`src/rtl/seg_scan_driver.sv`:
```
// ---------------------------------------------------------------------------
// seg_scan_driver
//   Time-multiplexed driver for a 4-digit, 7-segment display with BCD inputs.
//   A prescaler holds each digit for REFRESH_DIV clocks. The four digits and
//   their decimal-point requests are captured into a snapshot once per frame,
//   so a frame never mixes old and new input values.
//
//   Optional feature (compile-time macro SEG_LEADING_ZERO_BLANK_EN):
//     suppress leading zero digits 3..1 unless their decimal point is
//     requested. Digit 0 is always shown.
//
// Parameters
//   REFRESH_DIV    clocks per digit, 1..65535
//
// Ports
//   clk_i          clock, rising edge
//   reset_i        synchronous active-high reset
//   d0_i..d3_i     BCD digits, d0 rightmost
//   dp_en_i[3:0]   decimal-point request per digit
//   blank_i        forces all digit selects off
//   seg_o[6:0]     segments {g,f,e,d,c,b,a}, active-high, registered
//   an_o[3:0]      digit selects, active-low, registered
//   dp_o           decimal point, active-high, registered
//   frame_start_o  one-cycle pulse following each snapshot capture
// ---------------------------------------------------------------------------
module seg_scan_driver #(
  parameter int unsigned REFRESH_DIV = 4
) (
  input  logic       clk_i,
  input  logic       reset_i,
  input  logic [3:0] d0_i,
  input  logic [3:0] d1_i,
  input  logic [3:0] d2_i,
  input  logic [3:0] d3_i,
  input  logic [3:0] dp_en_i,
  input  logic       blank_i,
  output logic [6:0] seg_o,
  output logic [3:0] an_o,
  output logic       dp_o,
  output logic       frame_start_o
);

  localparam int CW = (REFRESH_DIV > 1) ? $clog2(REFRESH_DIV) : 1;
  localparam logic [CW-1:0] CNT_LAST = CW'(REFRESH_DIV - 1);

  logic [CW-1:0] cnt_q, cnt_d;
  logic [1:0]    idx_q, idx_d;
  logic          start_q;
  logic [15:0]   snap_dig_q, snap_dig_d;
  logic [3:0]    snap_dp_q, snap_dp_d;
  logic [6:0]    seg_q, seg_d;
  logic [3:0]    an_q, an_d;
  logic          dp_q, dp_d;
  logic          fs_q, fs_d;

  logic          wrap;
  logic          frame_evt;
  logic [3:0]    digit;
  logic [6:0]    seg_dec;
  logic          suppress;

  // start_q marks the first edge after reset: that edge opens a frame on
  // digit 0 with the prescaler at 0, so the first frame is as long as every
  // later one.
  always_comb begin
    wrap      = (cnt_q == CNT_LAST);
    frame_evt = start_q | (wrap & (idx_q == 2'd3));

    if (start_q) begin
      cnt_d = '0;
      idx_d = 2'd0;
    end else begin
      cnt_d = wrap ? '0 : cnt_q + 1'b1;
      idx_d = wrap ? idx_q + 2'd1 : idx_q;
    end

    if (frame_evt) begin
      snap_dig_d = {d3_i, d2_i, d1_i, d0_i};
      snap_dp_d  = dp_en_i;
    end else begin
      snap_dig_d = snap_dig_q;
      snap_dp_d  = snap_dp_q;
    end
    fs_d = frame_evt;
  end

  // Outputs are decoded from the next index and next snapshot so a digit
  // appears in the same cycle its index is registered.
  always_comb begin
    digit = snap_dig_d[{idx_d, 2'b00} +: 4];
    case (digit)
      4'd0:    seg_dec = 7'h3F;
      4'd1:    seg_dec = 7'h06;
      4'd2:    seg_dec = 7'h5B;
      4'd3:    seg_dec = 7'h4F;
      4'd4:    seg_dec = 7'h66;
      4'd5:    seg_dec = 7'h6D;
      4'd6:    seg_dec = 7'h7D;
      4'd7:    seg_dec = 7'h07;
      4'd8:    seg_dec = 7'h7F;
      4'd9:    seg_dec = 7'h6F;
      default: seg_dec = 7'h40;
    endcase

`ifdef SEG_LEADING_ZERO_BLANK_EN
    // A digit is a leading zero when it and everything to its left is zero.
    case (idx_d)
      2'd3:    suppress = (snap_dig_d[15:12] == 4'd0)  & ~snap_dp_d[3];
      2'd2:    suppress = (snap_dig_d[15:8]  == 8'd0)  & ~snap_dp_d[2];
      2'd1:    suppress = (snap_dig_d[15:4]  == 12'd0) & ~snap_dp_d[1];
      default: suppress = 1'b0;
    endcase
`else
    suppress = 1'b0;
`endif

    if (blank_i || suppress) begin
      seg_d = 7'h00;
      an_d  = 4'b1111;
      dp_d  = 1'b0;
    end else begin
      seg_d = seg_dec;
      an_d  = ~(4'b0001 << idx_d);
      dp_d  = snap_dp_d[idx_d];
    end
  end

  always_ff @(posedge clk_i) begin
    if (reset_i) begin
      cnt_q      <= '0;
      idx_q      <= 2'd0;
      start_q    <= 1'b1;
      snap_dig_q <= 16'd0;
      snap_dp_q  <= 4'd0;
      seg_q      <= 7'h00;
      an_q       <= 4'b1111;
      dp_q       <= 1'b0;
      fs_q       <= 1'b0;
    end else begin
      cnt_q      <= cnt_d;
      idx_q      <= idx_d;
      start_q    <= 1'b0;
      snap_dig_q <= snap_dig_d;
      snap_dp_q  <= snap_dp_d;
      seg_q      <= seg_d;
      an_q       <= an_d;
      dp_q       <= dp_d;
      fs_q       <= fs_d;
    end
  end

  assign seg_o         = seg_q;
  assign an_o          = an_q;
  assign dp_o          = dp_q;
  assign frame_start_o = fs_q;

endmodule
```
`config.mk`:
```
export PLATFORM = sky130hd
export DESIGN_NAME = seg_scan_driver
export DESIGN_NICKNAME = d
export VERILOG_FILES = /design/src/rtl/seg_scan_driver.sv
export SDC_FILE = /design/constraint.sdc
export NUM_CORES = 1
export LEC_CHECK = 0
export CAP_MARGIN = 20
export CORE_MARGIN = 10
export CORE_UTILIZATION = 45
export CTS_CLUSTER_DIAMETER = 100
export CTS_CLUSTER_SIZE = 28
export DETAILED_ROUTE_END_ITERATION = 10
export GPL_ROUTABILITY_DRIVEN = 0
export PLACE_DENSITY = 0.75
export SLEW_MARGIN = 25
export SYNTH_ARGS = -nofsm -noshare
export SYNTH_HDL_FRONTEND = slang
export SYNTH_SLANG_ARGS = --single-unit
```
`constraint.sdc`:
```
create_clock -name clk_i -period 2.3 [get_ports clk_i]
set_input_delay 0.46 -clock clk_i [delete_from_list [all_inputs] [get_ports clk_i]]
set_output_delay 0.46 -clock clk_i [all_outputs]
set_load 0.005 [all_outputs]
```
==> metrics.sh, run 1 <==
REG2REG_FROM='cnt_q[0]$_SDFF_PP0_'
FLOORPLAN.INITIALDENSITY_PCT=46.7
WORSTSETUPSTARTPOINTTYPE='register'
INSERTEDDIODECOUNT=0
CTS_TREE='done'
FINALNETCOUNT=249
WORST_SETUP_PATH_END_KIND='register'
WORST_EP_ARRIVAL_TIME_NS=2.40
ROUTED_WIRELENGTH_MM=4.62
LAYOUT-DRIVE-GT1-SHARE_PCT=31.0
FLOORPLAN.DIE.HEIGHT_UM=81.9
WORSTSKEWPAIRLATENCY_NS=0.29
DIE-AREA_MM2=0.00670
WORST_SLEW_PIN_SLEW_NS=0.372
GRT_FIRST_PASS_WIRELENGTH_MM=6.69
WORST-SETUP-PATH-TYPE='reg2reg'
CLOCK_TREE.HTREE_LEVEL_COUNT=2
FINAL.SETUP_SKEW_NS=0.00764
FINAL_HOLD_VIOL_COUNT=0
CRITICAL_PATH.STARTPOINT='cnt_q[0]$_SDFF_PP0_'
CRIT_END='seg_o[5]$_SDFF_PP0_'
CAP_VIOL_MAX_COUNT=0
ROUTED_VIA_DENSITY=5.24
CTS_BUFFERS=5
PERIOD_NEEDED_NS=2.23
GRT_USAGE_PCT=12.8
CLKSLEWWORSTSETUPHOLDPATHS_NS=0.07
FF_LATCH_AREA_UM2=766
SYNTHCELLS=166
PLACED_CELLS_INCL_TAPS=249
POWER.TOTAL_mW=1.45
FF2FF_SETUP_SLACK_NS=0.07
FILLER_CELL_COUNT=268
CRITPATHTOPFAMILY='simple AND/OR/NAND/NOR gates'
DP_HPWL_MM=3.03
TIMING.FMAX_MHz=448
AVG_CELL_AREA_SYN_UM2=10.4
YOSYS.CELL_TYPES.COUNT=38
GRT_MAX_DEGREE=27
STATIC-LEAKAGE-POWER_nW=0.979
SYNTH.CELL_AREA_MM2=0.00172
STATUS='finished clean'
RR_WORST_DEPTH=8
HOLD_FIX_BUFFERS_CTS=0
R2R_END='seg_o[5]$_SDFF_PP0_'
CP.REQUIRED_NS=2.47
PLACEABLECOREAREA_MM2=0.00369
DETAIL-ROUTE-ANTENNA-NETS=0
GR-TOTAL-OVERFLOW=0
PLACEMENT.IO_BUFFERS=35
SEQ_TOTAL_AREA_YOSYS_PCT=44.2
TIMING.MAX_SLEW.REL_SLACK_PCT=75.0
CP_NUM_CELLS=8
FIRSTDRTPASSITERS=4
DIE_WIDTH_UM=81.9
YS_FF_LATCH=38
FIRST_GLOBAL_VIAS=1469
POSTSYNTHNETCOUNT=198
LAYOUTNONFILLERINSTCOUNT=264
WORSTPATHCELLLIST='ha_4 > a21oi_4 > buf_12 > mux2i_2 > nor2_1 > or4_4 > nand2_2 > o32ai_1'
FINAL.HOLD.WORST_SLACK_NS=0.486
SYNTH_WARNINGS=0
NUMCLOCKSINKS=38
WORST_PATH_MAX_FANOUT=7
ANTENNA_FOUND_INITIAL=0
DR.FIRST_ITER.DRC_COUNT=114
SETUP_VIOL_COUNT_FINAL=0
TIMING.HOLD.WORST.CLASS='reg2reg'
MULTI_INPUT_AREA_MM2=0.00111
FINAL.PERIOD_UTILIZATION_PCT=97.0
MAXSLEWVIOLCOUNT=0
CTS_ROOT_BUFFER='sky130_fd_sc_hd__clkbuf_8'
ROUTEDWLPERCELL_UM=17.5
IOPINCOUNT=36
CRITICAL_PATH_CELL_WITH_THE_HIGHEST_STAGE_DELAY='sky130_fd_sc_hd__or4_4'
VDD.IR_DROP.WORST_uV=476
DRCVIOLATIONCOUNT=0
WHS_PATH_DEPTH=1
UTILIZATION_PCT=69.6
VIAS=1383
CPPEAKSTAGEDELAY_NS=0.58
CLK_PATH_BUF_DEPTH=2
CRIT_PATH_BUFFERS_INVERTERS=1
AREA.GROWTH.SYNTH_TO_FINAL_PCT=49.0
PLACEMENT_ROWS=22
PWR_DENSITY_CELL_mW_PER_MM2=566
-- flip-flops by register name (all words and copies together), names as in the netlist --
name / count
an_o: 4
snap_dp_q: 4
cnt_q: 2
dp_o: 1
idx_q: 2
frame_start_o: 1
start_q: 1
seg_o: 7
snap_dig_q: 16
-- worst min-delay path by stage --
| stage | from | end | slack (ns) |
|---|---|---|---|
| CTS | cnt_q[0]$_SDFF_PP0_ | cnt_q[0]$_SDFF_PP0_ | 0.51 |
| floorplan | cnt_q[0]$_SDFF_PP0_ | cnt_q[0]$_SDFF_PP0_ | 0.43 |
| global route | cnt_q[0]$_SDFF_PP0_ | cnt_q[0]$_SDFF_PP0_ | 0.50 |
| global placement | cnt_q[0]$_SDFF_PP0_ | cnt_q[0]$_SDFF_PP0_ | 0.44 |
| finish | cnt_q[0]$_SDFF_PP0_ | cnt_q[0]$_SDFF_PP0_ | 0.49 |
| detailed placement | snap_dig_q[5]$_SDFF_PP0_ | snap_dig_q[5]$_SDFF_PP0_ | 0.49 |
-- cell usage in the layout (no fill, tap or decap), types with 2 or more instances in the layout --
| cell type | Yosys | routed |
|---|---|---|
| sky130_fd_sc_hd__buf_12 | 0 | 2 |
| sky130_fd_sc_hd__ha_1 | 9 | 5 |
| sky130_fd_sc_hd__a21o_4 | 1 | 2 |
| sky130_fd_sc_hd__nor3_1 | 3 | 3 |
| sky130_fd_sc_hd__clkdlybuf4s50_1 | 0 | 35 |
| sky130_fd_sc_hd__buf_4 | 1 | 13 |
| sky130_fd_sc_hd__o22ai_2 | 2 | 3 |
| sky130_fd_sc_hd__a21oi_2 | 2 | 2 |
| sky130_fd_sc_hd__o32ai_1 | 3 | 2 |
| sky130_fd_sc_hd__nor2_1 | 27 | 27 |
| sky130_fd_sc_hd__o22ai_1 | 5 | 3 |
| sky130_fd_sc_hd__nand2b_1 | 4 | 4 |
| sky130_fd_sc_hd__nor2_4 | 2 | 3 |
| sky130_fd_sc_hd__a21oi_1 | 4 | 3 |
| sky130_fd_sc_hd__dfxtp_1 | 38 | 36 |
| sky130_fd_sc_hd__mux2i_4 | 0 | 9 |
| sky130_fd_sc_hd__inv_1 | 5 | 4 |
| sky130_fd_sc_hd__mux2i_1 | 24 | 11 |
| sky130_fd_sc_hd__mux2i_2 | 0 | 4 |
| sky130_fd_sc_hd__nand2_1 | 5 | 5 |
| sky130_fd_sc_hd__ha_4 | 0 | 3 |
| sky130_fd_sc_hd__clkbuf_8 | 0 | 6 |
| sky130_fd_sc_hd__nand3b_1 | 3 | 3 |
-- metal layers --
metal | up-vias | part of all wire, % | track usage (%)
li1 | 674 | - | -
met1 | 657 | 42 | 14.0
met2 | 43 | 51 | 21.1
met3 | 9 | 5.0 | 3.38
met4 | 0 | 1.9 | 8.84
met5 | - | 0 | 0
-- report_power, final --
part / leakage, nW / switching, mW / internal, mW
Clock: 0.0431 / 0.223 / 0.231
Combinational: 0.622 / 0.127 / 0.159
Sequential: 0.314 / 0.0184 / 0.693
Total: 0.979 / 0.368 / 1.08
-- cell type report --
cell class,count,share of cell area (%)
clock buffers,6,3.22
inverters,5,0.731
multi-input cells,114,43.3
flip-flops and latches,38,29.8
well taps,48,2.34
repair buffers,53,20.6
-- Yosys cell counts (all sizes together) --
cell / n / area share (%)
a311oi: 1 / 1.5
nor2: 30 / 7.6
or4: 1 / 0.65
o22ai: 7 / 3.3
nand3: 2 / 0.58
dfxtp: 38 / 44
inv: 5 / 1.1
or3b: 1 / 0.65
nand3b: 3 / 1.3
nor3: 3 / 0.87
a21o: 2 / 1.3
xnor2: 1 / 0.51
nand2b: 4 / 1.5
nor3b: 2 / 0.87
clkbuf: 4 / 0.87
or2: 1 / 0.36
a21oi: 6 / 2.2
nand2: 6 / 1.5
nor4: 2 / 1.6
ha: 9 / 6.5
mux2i: 24 / 14
buf: 5 / 2.7
mux2: 1 / 0.87
nor4b: 1 / 0.51
o21ai: 2 / 0.58
o32ai: 3 / 1.5
a22oi: 1 / 0.44
o21bai: 1 / 0.65
-- worst register-to-register path, stage by stage, from the launching register on --
cell,delay [ns]
sky130_fd_sc_hd__dfxtp_4,0.37
sky130_fd_sc_hd__ha_4,0.18
sky130_fd_sc_hd__a21oi_4,0.21
sky130_fd_sc_hd__buf_12,0.19
sky130_fd_sc_hd__mux2i_2,0.26
sky130_fd_sc_hd__nor2_1,0.11
sky130_fd_sc_hd__or4_4,0.58
sky130_fd_sc_hd__nand2_2,0.13
sky130_fd_sc_hd__o32ai_1,0.08
-- cell families after synthesis --
group,share of synthesized area (%)
DFF,44.2
adders and majority gates,6.54
AOI/OAI and AO/OA,11.5
xor gates and xnor gates,0.508
buffers and inverters,4.65
and+or+nand+nor,17.9
muxes,14.8
-- stage by stage --
step | worst slack, ns | setup TNS, ns | instance area [µm²]
2_1_floorplan | 0.00316 | 0 | 1730
3_3_place_gp | 0.0610 | 0 | 2160
5_1_grt | -0.0151 | -0.0294 | 2570
4_1_cts | -0.00231 | -0.00231 | 2280
6_report | 0.0685 | 0 | 2570
3_5_place_dp | -0.0367 | -0.0652 | 2160
-- repair_timing --
item,4_1_cts,5_1_grt
endpoints found under the setup margin,5,7
resized for setup,6,41
setup buffers,4,4
gates cloned,0,1
endpoints found under the hold margin,0,0
pin swaps,2,5
(Power assumes the default switching activity.)
==> run 2, diff against run 1 <==
- CTS_CLUSTER_SIZE: 28 -> 25
==> results of run 2 <==
No change in the layout: final DEF, timing and power equal those of run 1.
==> variant, RTL diff (config.mk and constraints of run 2) <==
Put one more register stage on the output `an_o`. The value now appears one clock later. The other outputs are not delayed to match. Comments in the files are not updated.
--- a/src/rtl/seg_scan_driver.sv
+++ b/src/rtl/seg_scan_driver.sv
@@ -152,3 +152,5 @@
   assign seg_o         = seg_q;
-  assign an_o          = an_q;
+  always_ff @(posedge clk_i) begin
+    an_o <= an_q;
+  end
   assign dp_o          = dp_q;
Function: changed (a bounded check fails within 4 cycles, from zero or initial values and one cycle with reset_i high).
==> variant against run 2 <==
First-iteration DRC count down 28%; sequential cell count up 4; setup slack better by 0.0029 ns; combinational power down 8.0%; total power up 2.6%; wire length down 8.5%; area after synthesis up 1.2%; synthesized cell count unchanged; design area down 2.6%; largest cell class unchanged; largest power group unchanged.
==> variant: results <==
set metrics [dict create \
    ys_seq_area_frac 0.482 \
    skew_ns 0.00216 \
    grt_usage 0.121 \
    outcome "complete, no violations" \
    p_leak_nw 1.01 \
    hold_end "an_o[0]" \
    seq_share 0.336 \
    drt_iter0_markers 82 \
    final_cells 269 \
    fin_crit_ns 2.23 \
    layout-drive-gt1-share 0.267 \
    cts_resized 0 \
    grt_first_pass_wirelength_um 6360 \
    synth-xor-area-share 0.00503 \
    reg2reg_depth 11 \
    multi_input_cells 111 \
    synthAdderAreaFrac 0.0646 \
    routed_wirelength_um 4230 \
    multi_input_area_um2 943 \
    p_switching_uw 346 \
    cp_max_fo 5 \
    numPlacedInstances 255 \
    max_freq_mhz 449 \
    p_seq_uw 777 \
    postCtsSetupBuffers 0 \
]
-- variant: cell types whose count changed in the layout (fill, tap and decap cells not counted), sizes merged, moves of 2 or more --
cell	before	now
nor2	30	27
buf	17	23
o22ai	7	9
dfxtp	38	42
-- variant: critical path, stage by stage, from the launching register on --
cell and delay, ns:
dfxtp_1 0.33, ha_2 0.22, buf_4 0.16, nand3b_1 0.20
a21o_1 0.22, o22ai_2 0.19, nor2_2 0.08, buf_6 0.13
buf_4 0.13, ha_1 0.19, mux2i_1 0.16, o32ai_1 0.09
-- variant: per-layer routing --
| layer | global-route usage | part of all wire | up-vias |
|---|---|---|---|
| met4 | 0.0408 | 0.012 | 0 |
| met5 | 0 | 0 | - |
| met3 | 0.0464 | 0.068 | 5 |
| met1 | 0.136 | 0.41 | 678 |
| li1 | - | - | 693 |
| met2 | 0.207 | 0.51 | 36 |
-- variant: logic make-up after synthesis --
logic type | Yosys count
mux | 25
fa+ha+maj | 9
buf+inv | 13
simple gates | 50
xor+xnor | 1
compound gates | 26
flops | 42
